<file path="src/rtl/rr_arbiter4_v.sv">
// Four-way round-robin arbiter with registered one-hot grant and a per-owner hold limit.
// A grant is released when the owner drops its request or, if others wait, after MAX_HOLD cycles.
module rr_arbiter4_v #(
    parameter int unsigned MAX_HOLD = 8
) (
    input  logic       i_clk,
    input  logic       i_rst,
    input  logic [3:0] i_req,
    output logic [3:0] o_gnt,
    output logic [1:0] o_gnt_id,
    output logic       o_busy,
    output logic       o_any_req
);

    localparam logic [0:0] StIdle  = 1'b0;
    localparam logic [0:0] StGrant = 1'b1;

    localparam logic [7:0] HoldLast = 8'(MAX_HOLD - 1);

    logic [0:0] state_q, state_d;
    logic [1:0] ptr_q, ptr_d;
    logic [7:0] hcnt_q, hcnt_d;
    logic [3:0] gnt_q, gnt_d;
    logic [1:0] gnt_id_q, gnt_id_d;
    logic       busy_q, busy_d;

    logic [2:0] win_idle;
    logic [2:0] win_next;
    logic [1:0] next_ptr;
    logic       owner_req;
    logic       others_req;
    logic       hold_done;

    // Returns {found, index} of the first set bit in rotating order start, start+1, ...
    function automatic logic [2:0] pick(input logic [3:0] req, input logic [1:0] start);
        logic [1:0] idx;
        pick = 3'b000;
        for (int i = 3; i >= 0; i--) begin
            idx = start + 2'(i);
            if (req[idx]) begin
                pick = {1'b1, idx};
            end
        end
    endfunction

    assign next_ptr   = gnt_id_q + 2'd1;
    assign owner_req  = i_req[gnt_id_q];
    assign others_req = |(i_req & ~gnt_q);
    assign hold_done  = (hcnt_q == HoldLast);
    assign win_idle   = pick(i_req, ptr_q);
    assign win_next   = pick(i_req & ~gnt_q, next_ptr);

    always_comb begin
        state_d  = state_q;
        ptr_d    = ptr_q;
        hcnt_d   = hcnt_q;
        gnt_id_d = gnt_id_q;
        busy_d   = busy_q;
        case (state_q)
            StIdle: begin
                if (win_idle[2]) begin
                    state_d  = StGrant;
                    gnt_id_d = win_idle[1:0];
                    hcnt_d   = 8'd0;
                    busy_d   = 1'b1;
                end
            end
            StGrant: begin
                if (!owner_req) begin
                    ptr_d  = next_ptr;
                    hcnt_d = 8'd0;
                    if (win_next[2]) begin
                        gnt_id_d = win_next[1:0];
                    end else begin
                        state_d  = StIdle;
                        gnt_id_d = 2'd0;
                        busy_d   = 1'b0;
                    end
                end else if (hold_done) begin
                    // Timeout only rotates when someone else is actually waiting.
                    hcnt_d = 8'd0;
                    if (others_req) begin
                        ptr_d    = next_ptr;
                        gnt_id_d = win_next[1:0];
                    end
                end else begin
                    hcnt_d = hcnt_q + 8'd1;
                end
            end
            default: begin
                state_d  = StIdle;
                gnt_id_d = 2'd0;
                busy_d   = 1'b0;
                hcnt_d   = 8'd0;
            end
        endcase
        gnt_d = busy_d ? (4'b0001 << gnt_id_d) : 4'b0000;
    end

    always_ff @(posedge i_clk) begin
        if (i_rst) begin
            state_q  <= StIdle;
            ptr_q    <= 2'd0;
            hcnt_q   <= 8'd0;
            gnt_q    <= 4'b0000;
            gnt_id_q <= 2'd0;
            busy_q   <= 1'b0;
        end else begin
            state_q  <= state_d;
            ptr_q    <= ptr_d;
            hcnt_q   <= hcnt_d;
            gnt_q    <= gnt_d;
            gnt_id_q <= gnt_id_d;
            busy_q   <= busy_d;
        end
    end

    assign o_gnt     = gnt_q;
    assign o_gnt_id  = gnt_id_q;
    assign o_busy    = busy_q;
    assign o_any_req = |i_req;

endmodule

</file>
<file path="config.mk">
export PLATFORM = sky130hd
export DESIGN_NAME = rr_arbiter4_v
export DESIGN_NICKNAME = d
export VERILOG_FILES = /design/src/rtl/rr_arbiter4_v.sv
export SDC_FILE = /design/constraint.sdc
export NUM_CORES = 1
export LEC_CHECK = 0
export CELL_PAD_IN_SITES_DETAIL_PLACEMENT = 1
export CELL_PAD_IN_SITES_GLOBAL_PLACEMENT = 1
export CORE_MARGIN = 4
export CORE_UTILIZATION = 46
export CTS_CLUSTER_SIZE = 25
export DETAILED_ROUTE_END_ITERATION = 7
export DONT_BUFFER_PORTS = 1
export PLACE_DENSITY = 0.86
export SKIP_CTS_REPAIR_TIMING = 1
export SYNTH_ARGS = -nofsm -noshare
export SYNTH_HDL_FRONTEND = slang
export SYNTH_SLANG_ARGS = --single-unit
</file>
<file path="constraint.sdc">
create_clock -name i_clk -period 2.98 [get_ports i_clk]
set_clock_uncertainty 0.2 [all_clocks]
set_input_delay 0.596 -clock i_clk [delete_from_list [all_inputs] [get_ports i_clk]]
set_output_delay 0.596 -clock i_clk [all_outputs]
set_load 0.02 [all_outputs]
</file>
==> results.sh, run 1 <==
export IMPL_ys_seq_area_share_pct=32.9
export IMPL_clk_path_buf_depth=2
export IMPL_clkLatencyLatePin_ps=320
export IMPL_leakagePower_nw=0.440
export IMPL_cp_slowest_cell="or4_4"
export IMPL_die_h_um=56.8
export IMPL_firstDrtPassIters=4
export IMPL_grtUsageTotal_pct=21.1
export IMPL_worst_path_max_fanout=7
export IMPL_cp_top_family="simple AND/OR/NAND/NOR gates"
export IMPL_ios=14
export IMPL_yosysWarnings=0
export IMPL_power_density_nw_per_um2=509
export IMPL_synth_seq_cells=18
export IMPL_grt_pass1_vias=1073
export IMPL_slew_headroom_pct=61.8
export IMPL_clkTransAtPathRegs_ps=120
export IMPL_h_tree_depth=1
export IMPL_timing_critical_path_buf_inv=0
export IMPL_final_hold_viol_count=0
export IMPL_gp_congestion=0.855
export IMPL_fin_setup_tns_ps=0
export IMPL_end_kind="flip-flop"
export IMPL_drt_total_wl_um=3040
export IMPL_path_cells="or4_4 > nor3_4 > a21bo_4 > mux2_2 > a21oi_1 > and3b_2"
export IMPL_core_area_um2=2230
export IMPL_drive_gt1_share_pct=18.3
export IMPL_arrival_ps=2470
export IMPL_synth_fp_nets=136
export IMPL_n_antenna_cell=0
export IMPL_cts_tree="done"
export IMPL_synth_area_per_cell_um2=8.49
export IMPL_numCtsBuffers=3
export IMPL_path_depth=6
export IMPL_area_growth_pct=5.26
export IMPL_ant_nets=0
export IMPL_worst_endpoint_required_ps=2990
export IMPL_dpl_hpwl_um=2290
export IMPL_crit_type="reg -> reg"
export IMPL_synthCells=129
export IMPL_num_vias=1017
export IMPL_fmax_ghz=0.406
export IMPL_worst_pin_slew_ps=572
export IMPL_num_fill_cells=284
export IMPL_grt_max_degree=15
export IMPL_root_buffer="clkbuf_4"
export IMPL_ff_latch_area_um2=360
export IMPL_final_cell_mix="18 x dfxtp_1, 15 x nor2_1, 15 x a21oi_1, 9 x o21ai_0"
export IMPL_irDropWorstVdd_mv=0.309
export IMPL_start_util_pct=49.0
export IMPL_die_w_um=56.8
export IMPL_start_kind="flip-flop"
export IMPL_min_period_ps=2460
export IMPL_synth_cell_type_count=45
export IMPL_hold_path_class="in -> reg"
export IMPL_rr_worst_depth=6
export IMPL_die_area_um2=3220
export IMPL_multiInputGateArea_um2=691
export IMPL_portBuffers=0
export IMPL_syn_area_um2=1090
export IMPL_maxCapViolations=0
export IMPL_viasPerCell=6.40
export IMPL_min_period_over_period_pct=82.7
export IMPL_grt_overflow=0
export IMPL_antenna_found_initial=0
export IMPL_cts_sinks=18
export IMPL_drv_slew=0
export IMPL_final_common_cell="dfxtp_1"
export IMPL_drt_iter0_drc=29
export IMPL_rows=17
export IMPL_slowest_delay_ps=530
export IMPL_status="finished, final reports clean"
export IMPL_grt_pass1_wl_um=5220
export IMPL_final_nets=139
export IMPL_min_path_cells=1
export IMPL_remaining_drc_errors=0
export IMPL_wire_per_inst_um=19.1
export IMPL_setup_viol=0
export IMPL_finalPower_uw=586
export IMPL_rsz0062_at_grt="false"
==> worst register-to-register path: stages (launching register included) <==
cell and delay [ps]:
dfxtp_1 360, or4_4 530, nor3_4 160, a21bo_4 190
mux2_2 340, a21oi_1 330, and3b_2 260
==> synth_stat cells <==
library cell / instances / area [µm²]
dfxtp_1: 18 / 360
a21oi_1: 15 / 75.1
nor2_1: 15 / 56.3
o21ai_0: 9 / 45.0
nand2_1: 7 / 26.3
nor2b_1: 7 / 43.8
or2b_2: 5 / 43.8
a21o_1: 3 / 22.5
a311oi_1: 3 / 26.3
and3_1: 3 / 18.8
nand3_1: 3 / 15.0
nand3b_1: 3 / 22.5
a21boi_0: 2 / 15.0
and3b_2: 2 / 20.0
clkbuf_1: 2 / 7.51
inv_1: 2 / 7.51
or3_1: 2 / 12.5
a211oi_1: 1 / 7.51
a21bo_4: 1 / 16.3
a21o_2: 1 / 8.76
a22oi_1: 1 / 7.51
a32o_1: 1 / 10.0
and3_2: 1 / 7.51
and3b_1: 1 / 8.76
buf_2: 1 / 5.00
buf_6: 1 / 11.3
dlymetal6s2s_1: 1 / 12.5
ha_1: 1 / 12.5
mux2_2: 1 / 11.3
mux4_2: 1 / 22.5
nand4_1: 1 / 6.26
nand4b_1: 1 / 8.76
nor3_1: 1 / 5.00
nor3_4: 1 / 16.3
nor3b_2: 1 / 12.5
nor4_1: 1 / 6.26
o2111a_2: 1 / 12.5
o21bai_1: 1 / 7.51
o221ai_1: 1 / 8.76
o22ai_1: 1 / 6.26
o32ai_1: 1 / 8.76
or2_2: 1 / 6.26
or4_4: 1 / 11.3
or4b_1: 1 / 10.0
xnor2_1: 1 / 8.76
==> flip-flops by register name, indices dropped and copies added, names as in the netlist <==
name      count
hcnt_q        8
state_q       1
o_gnt         4
o_gnt_id      2
o_busy        1
ptr_q         2
==> final timing paths <==
path | startpoint | slack [ps] | endpoint
setup reg to reg | hcnt_q[3]$_SDFFE_PP0P_ | 520 | o_gnt[2]$_SDFF_PP0_
hold reg to reg | hcnt_q[7]$_SDFFE_PP0P_ | 290 | hcnt_q[7]$_SDFFE_PP0P_
hold / removal | i_rst | 130 | ptr_q[1]$_SDFFE_PP0P_
setup / recovery | hcnt_q[3]$_SDFFE_PP0P_ | 520 | o_gnt[2]$_SDFF_PP0_
==> power breakdown <==
part           internal, mW  leakage (nW)  switching [mW]  total [mW]
registers             0.256         0.147          0.0240       0.280
logic                0.0640         0.272          0.0803       0.144
clock network        0.0747        0.0210          0.0870       0.162
total                 0.395         0.440           0.191       0.586
==> cell type report <==
cell class              instances  share of cell area [%]
multi-input cells             104                    59.9
flip-flops and latches         18                    31.3
clock buffers                   4                    3.15
well taps                      28                    3.04
repair buffers                  3                    1.95
inverters                       2                   0.651
==> through the flow <==
step	utilization, %	cells	setup WS [ps]	area, µm²	hold slack, ps
2_1_floorplan	-	129	486	1090	241
5_1_grt	51.6	159	344	1150	119
4_1_cts	51.6	159	523	1150	124
3_3_place_gp	50.0	155	467	1120	252
3_5_place_dp	50.0	155	389	1120	274
6_report	51.6	159	516	1150	129
==> layer usage <==
layer  GRT usage [%]  wire length (µm)  vias up
li1                -                 -      477
met1            25.1              1380      507
met2            34.3              1450       24
met4            12.3                93        0
met5               0                 0        -
met3            5.06               117        9
==> logic make-up after synthesis <==
logic type	synth area share (%)
AND/OR/NAND/NOR	32.7
AO/OA/AOI/OAI	25.4
flip-flops	32.9
buffers and inverters	4.00
multiplexers	3.09
XOR/XNOR	0.800
adder cells (fa/ha/maj)	1.14
Note: power is estimated with default switching activity, not from simulation.
==> run 2, diff against run 1 <==
==> constraint.sdc (replaced) <==
create_clock -name i_clk -period 2.35 [get_ports i_clk]
set_clock_uncertainty 0.2 [all_clocks]
set_input_delay 0.47 -clock i_clk [delete_from_list [all_inputs] [get_ports i_clk]]
set_output_delay 0.47 -clock i_clk [all_outputs]
set_load 0.02 [all_outputs]
==> run 2 against run 1 <==
Against the previous run:
- the flow now finishes with violations (negative setup slack)
- via count rose by 8.3%
- highest routed layer unchanged
- die area stayed put
- wire length grew 9.9%
- critical path depth stayed put
- critical endpoint unchanged
- first-iteration DRC count shrank 21%
==> results.sh, run 2 (synthesized netlist as in run 1, its figures left out) <==
export IMPL_status="complete, but fails checks"
export IMPL_violations="negative setup slack"
export IMPL_grtUsageTotal_pct=22.6
export IMPL_min_path_cells=1
export IMPL_n_antenna_cell=0
export IMPL_irDropWorstVdd_mv=0.528
export IMPL_crit_type="reg -> reg"
export IMPL_grt_pass1_wl_um=5770
export IMPL_worst_path_max_fanout=5
export IMPL_top_register="hcnt_q"
export IMPL_clkLatencyLatePin_ps=300
export IMPL_firstDrtPassIters=4
export IMPL_leakagePower_nw=0.510
export IMPL_hold_start="i_rst"
export IMPL_largest_reg_flops=8
export IMPL_fin_setup_tns_ps=-112
export IMPL_slowest_delay_ps=540
export IMPL_maxCapViolations=0
export IMPL_ff_latch_area_um2=367
export IMPL_clkTransAtPathRegs_ps=110
export IMPL_core_area_um2=2230
export IMPL_clk_path_buf_depth=2
export IMPL_portBuffers=0
export IMPL_grt_pass1_vias=1166
export IMPL_cp_slowest_cell="or4_4"
export IMPL_power_density_nw_per_um2=611
export IMPL_start_util_pct=49.0
export IMPL_ant_nets=0
export IMPL_final_nets=152
export IMPL_drt_iter0_drc=23
export IMPL_arrival_ps=2410
export IMPL_final_hold_viol_count=0
export IMPL_end_kind="flip-flop"
export IMPL_die_h_um=56.8
export IMPL_drive_gt1_share_pct=29.2
export IMPL_cts_tree="done"
export IMPL_area_growth_pct=15.4
export IMPL_drt_total_wl_um=3350
export IMPL_clkPwrFrac_pct=25.0
export IMPL_grt_overflow=0
export IMPL_min_period_ps=2420
export IMPL_layout_setup_ws_ps=-73.2
export IMPL_dpl_hpwl_um=2580
export IMPL_setup_viol=3
export IMPL_p_comb_share_pct=29.6
export IMPL_ios=14
export IMPL_final_cell_mix="16 x buf_4, 15 x nor2_1, 15 x dfxtp_1, 14 x a21oi_1, 9 x o21ai_0"
export IMPL_worst_pin_slew_ps=688
export IMPL_num_vias=1101
export IMPL_hold_path_class="in -> reg"
export IMPL_h_tree_depth=1
export IMPL_path_cells="or4_4 > nor3_4 > a21bo_4 > or4b_4 > o2111a_2 > and3b_2"
export IMPL_sw_frac_of_total_pct=31.5
export IMPL_r2r_start="hcnt_q[7]$_SDFFE_PP0P_"
export IMPL_postLayoutCoreUtil_pct=56.6
export IMPL_cts_sinks=18
export IMPL_root_buffer="clkbuf_4"
export IMPL_grt_max_degree=15
export IMPL_rows=17
export IMPL_viasPerCell=6.40
export IMPL_multiInputGateArea_um2=698
export IMPL_die_area_um2=3220
export IMPL_wire_per_inst_um=19.4
export IMPL_numCtsBuffers=3
export IMPL_reg2reg_to="o_gnt[2]$_SDFF_PP0_"
export IMPL_worst_endpoint_required_ps=2340
export IMPL_die_w_um=56.8
export IMPL_fmax_ghz=0.413
export IMPL_slew_headroom_pct=53.7
export IMPL_whs_ps=16.1
export IMPL_hold_end="hcnt_q[3]$_SDFFE_PP0P_"
export IMPL_switching_power_uw=243
export IMPL_rsz0062_at_grt="true"
export IMPL_r2r_setup_slack_ps=-70
export IMPL_gp_congestion=0.808
export IMPL_final_common_cell="buf_4"
export IMPL_min_period_over_period_pct=103
export IMPL_intPower_uw=530
export IMPL_start_kind="flip-flop"
export IMPL_remaining_drc_errors=0
export IMPL_rr_worst_depth=6
export IMPL_pwr_share_seq_pct=45.4
export IMPL_antenna_found_initial=0
export IMPL_num_fill_cells=267
export IMPL_drv_slew=0
[run 2: layout make-up]
cell class / count / share of cell area, %
multi-input cells: 104 / 55.2
flip-flops and latches: 18 / 29.0
repair buffers: 16 / 9.50
clock buffers: 4 / 2.87
well taps: 28 / 2.77
inverters: 2 / 0.594
[run 2: stage by stage]
stage               area [µm²]  setup slack, ps  total power [mW]  cells
floorplan                 1100            0.740             0.506    129
global placement          1210             91.6             0.560    166
detailed placement        1210            -5.16             0.577    166
CTS                       1240            -39.0             0.765    170
global route              1260             -112             0.812    172
finish                    1260            -73.2             0.773    172
[run 2: worst max-delay path by stage]
stage / startpoint / endpoint / slack [ps] / cells past startpoint
2_1_floorplan: o_gnt_id[1]$_SDFF_PP0_ / o_gnt[2]$_SDFF_PP0_ / 0.7 / 6
3_3_place_gp: hcnt_q[7]$_SDFFE_PP0P_ / o_gnt[2]$_SDFF_PP0_ / 90 / 6
3_5_place_dp: hcnt_q[7]$_SDFFE_PP0P_ / o_gnt[2]$_SDFF_PP0_ / -5 / 6
4_1_cts: hcnt_q[7]$_SDFFE_PP0P_ / o_gnt[2]$_SDFF_PP0_ / -40 / 6
5_1_grt: hcnt_q[7]$_SDFFE_PP0P_ / o_gnt[2]$_SDFF_PP0_ / -110 / 6
6_report: hcnt_q[7]$_SDFFE_PP0P_ / o_gnt[2]$_SDFF_PP0_ / -70 / 6
[run 2: critical path: cells and delay by family, from the launching register on]
kind             cells  cell delay, ps
AO/OA/AOI/OAI        2             330
flip-flops           1             340
AND/OR/NAND/NOR      4            1430
[run 2: per-layer routing]
metal	track usage, %	share of wire (%)	vias to the layer above
met5	0	0	-
met4	5.30	1.7	0
met3	6.21	4.7	7
met2	39.9	52	27
met1	26.9	42	557
li1	-	-	510
[run 2: power groups by stage]
stage / clock (mW) / combinational [mW] / sequential, mW
2_1_floorplan: 0 / 0.145 / 0.361
3_3_place_gp: 0 / 0.205 / 0.355
3_5_place_dp: 0 / 0.220 / 0.357
4_1_cts: 0.194 / 0.221 / 0.350
5_1_grt: 0.207 / 0.250 / 0.354
6_report: 0.193 / 0.229 / 0.351
==> run 3, diff against run 2 <==
--- a/config.mk
+++ b/config.mk
@@ -8,11 +8,11 @@
 export CELL_PAD_IN_SITES_DETAIL_PLACEMENT = 1
 export CELL_PAD_IN_SITES_GLOBAL_PLACEMENT = 1
 export CORE_MARGIN = 4
-export CORE_UTILIZATION = 46
+export CORE_UTILIZATION = 45
 export CTS_CLUSTER_SIZE = 25
 export DETAILED_ROUTE_END_ITERATION = 7
 export DONT_BUFFER_PORTS = 1
-export PLACE_DENSITY = 0.86
+export PLACE_DENSITY = 0.84
 export SKIP_CTS_REPAIR_TIMING = 1
 export SYNTH_ARGS = -nofsm -noshare
 export SYNTH_HDL_FRONTEND = slang
==> run 3 against run 2 <==
Against the previous run:
- the run still ends with negative setup slack left
- combinational power increased by 3%
- global-route usage decreased by 1.2 points
- sequential share of layout area unchanged
- maximum frequency about the same
- worst hold slack got worse by 0.90 ps
- final cell count unchanged
- core utilization decreased by 0.53 points
- die area increased by 1.9%
- first-iteration DRC count increased by 83%
==> results.sh, run 3 (synthesized netlist as in run 1, its figures left out) <==
export IMPL_clkLatencyLatePin_ps=300
export IMPL_worst_path_max_fanout=5
export IMPL_worst_pin_slew_ps=475
export IMPL_die_h_um=57.3
export IMPL_setup_viol=4
export IMPL_worst_endpoint_required_ps=2360
export IMPL_wire_per_inst_um=19.6
export IMPL_maxCapViolations=0
export IMPL_core_area_um2=2250
export IMPL_layout_setup_ws_ps=-75.4
export IMPL_numCtsBuffers=3
export IMPL_leakagePower_nw=0.509
export IMPL_violations="negative setup slack"
export IMPL_timing_critical_path_buf_inv=0
export IMPL_grt_pass1_wl_um=5470
export IMPL_clkPwrFrac_pct=25.9
export IMPL_arrival_ps=2440
export IMPL_fmax_ghz=0.412
export IMPL_crit_type="reg -> reg"
export IMPL_clkTransAtPathRegs_ps=110
export IMPL_final_cell_mix="16 x buf_4, 15 x nor2_1, 15 x dfxtp_1, 14 x a21oi_1, 9 x o21ai_0"
export IMPL_p_comb_share_pct=30.0
export IMPL_slew_headroom_pct=68.0
export IMPL_finalPower_uw=785
export IMPL_drt_total_wl_um=3370
export IMPL_grt_overflow=0
export IMPL_cts_sinks=18
export IMPL_power_density_nw_per_um2=621
export IMPL_irDropWorstVdd_mv=0.373
export IMPL_portBuffers=0
export IMPL_final_cells=172
export IMPL_cts_tree="done"
export IMPL_grt_pass1_vias=1148
export IMPL_final_cell_area_um2=1260
export IMPL_start_util_pct=48.6
export IMPL_dpl_worst_slack_ps=-25.8
export IMPL_gp_congestion=0.885
export IMPL_slowest_delay_ps=550
export IMPL_n_antenna_cell=0
export IMPL_die_w_um=57.3
export IMPL_switching_power_uw=256
export IMPL_root_buffer="clkbuf_4"
export IMPL_remaining_drc_errors=0
export IMPL_drive_gt1_share_pct=29.2
export IMPL_rsz0062_at_grt="true"
export IMPL_final_hold_viol_count=0
export IMPL_dpl_hpwl_um=2320
export IMPL_end_kind="flip-flop"
export IMPL_sw_frac_of_total_pct=32.5
export IMPL_cp_slowest_cell="or4_4"
export IMPL_firstDrtPassIters=4
export IMPL_pwr_share_seq_pct=44.2
export IMPL_drt_iter0_drc=42
export IMPL_final_nets=152
export IMPL_grtUsageTotal_pct=21.4
export IMPL_cp_top_family="simple AND/OR/NAND/NOR gates"
export IMPL_rows=17
export IMPL_status="complete, but fails checks"
export IMPL_min_period_ps=2430
export IMPL_whs_ps=15.2
export IMPL_num_vias=1096
export IMPL_fin_setup_tns_ps=-167
export IMPL_area_growth_pct=15.4
export IMPL_start_kind="flip-flop"
export IMPL_intPower_uw=530
export IMPL_largest_reg_flops=8
export IMPL_path_cells="or4_4 > nor3_4 > a21bo_4 > or4b_4 > o2111a_2 > and3b_2"
export IMPL_ant_nets=0
export IMPL_ios=14
export IMPL_dp_cells=166
export IMPL_drv_slew=0
export IMPL_final_common_cell="buf_4"
export IMPL_postLayoutCoreUtil_pct=56.0
export IMPL_viasPerCell=6.37
export IMPL_hold_path_class="in -> reg"
export IMPL_grt_max_degree=15
export IMPL_antenna_found_initial=0
export IMPL_top_register="hcnt_q"
export IMPL_num_fill_cells=276
export IMPL_h_tree_depth=1
export IMPL_min_period_over_period_pct=103
export IMPL_clk_path_buf_depth=2
export IMPL_die_area_um2=3290
export IMPL_placedInstanceArea_um2=1210
-- run 3: final timing paths --
kind / startpoint / end / slack [ps] / cells after the start
max: hcnt_q[7]$_SDFFE_PP0P_ / o_gnt[2]$_SDFF_PP0_ / -80 / 6
min: i_rst / o_gnt_id[1]$_SDFF_PP0_ / 20 / 1
max reg2reg: hcnt_q[7]$_SDFFE_PP0P_ / o_gnt[2]$_SDFF_PP0_ / -80 / 6
min reg2reg: hcnt_q[7]$_SDFFE_PP0P_ / hcnt_q[7]$_SDFFE_PP0P_ / 320 / 2
-- run 3: power groups by stage --
stage	Clock (mW)	Sequential, mW	Combinational [mW]
floorplan	0	0.361	0.145
global placement	0	0.352	0.207
detailed placement	0	0.353	0.220
CTS	0.202	0.346	0.225
global route	0.213	0.349	0.256
finish	0.203	0.347	0.235
-- run 3: final cells by class --
type | count | area, µm² | area share (%)
clock buffer | 4 | 36.3 | 2.87
inverter | 2 | 7.51 | 0.594
multi-input combinational | 104 | 698 | 55.2
sequential | 18 | 367 | 29.0
tap | 28 | 35.0 | 2.77
timing repair buffer | 16 | 120 | 9.50
-- run 3: layer usage --
metal	track usage, %	routed length (µm)	up-vias
met4	10.3	95	0
met5	0	0	-
met2	36.2	1670	32
li1	-	-	509
met1	25.5	1460	545
met3	4.52	135	10
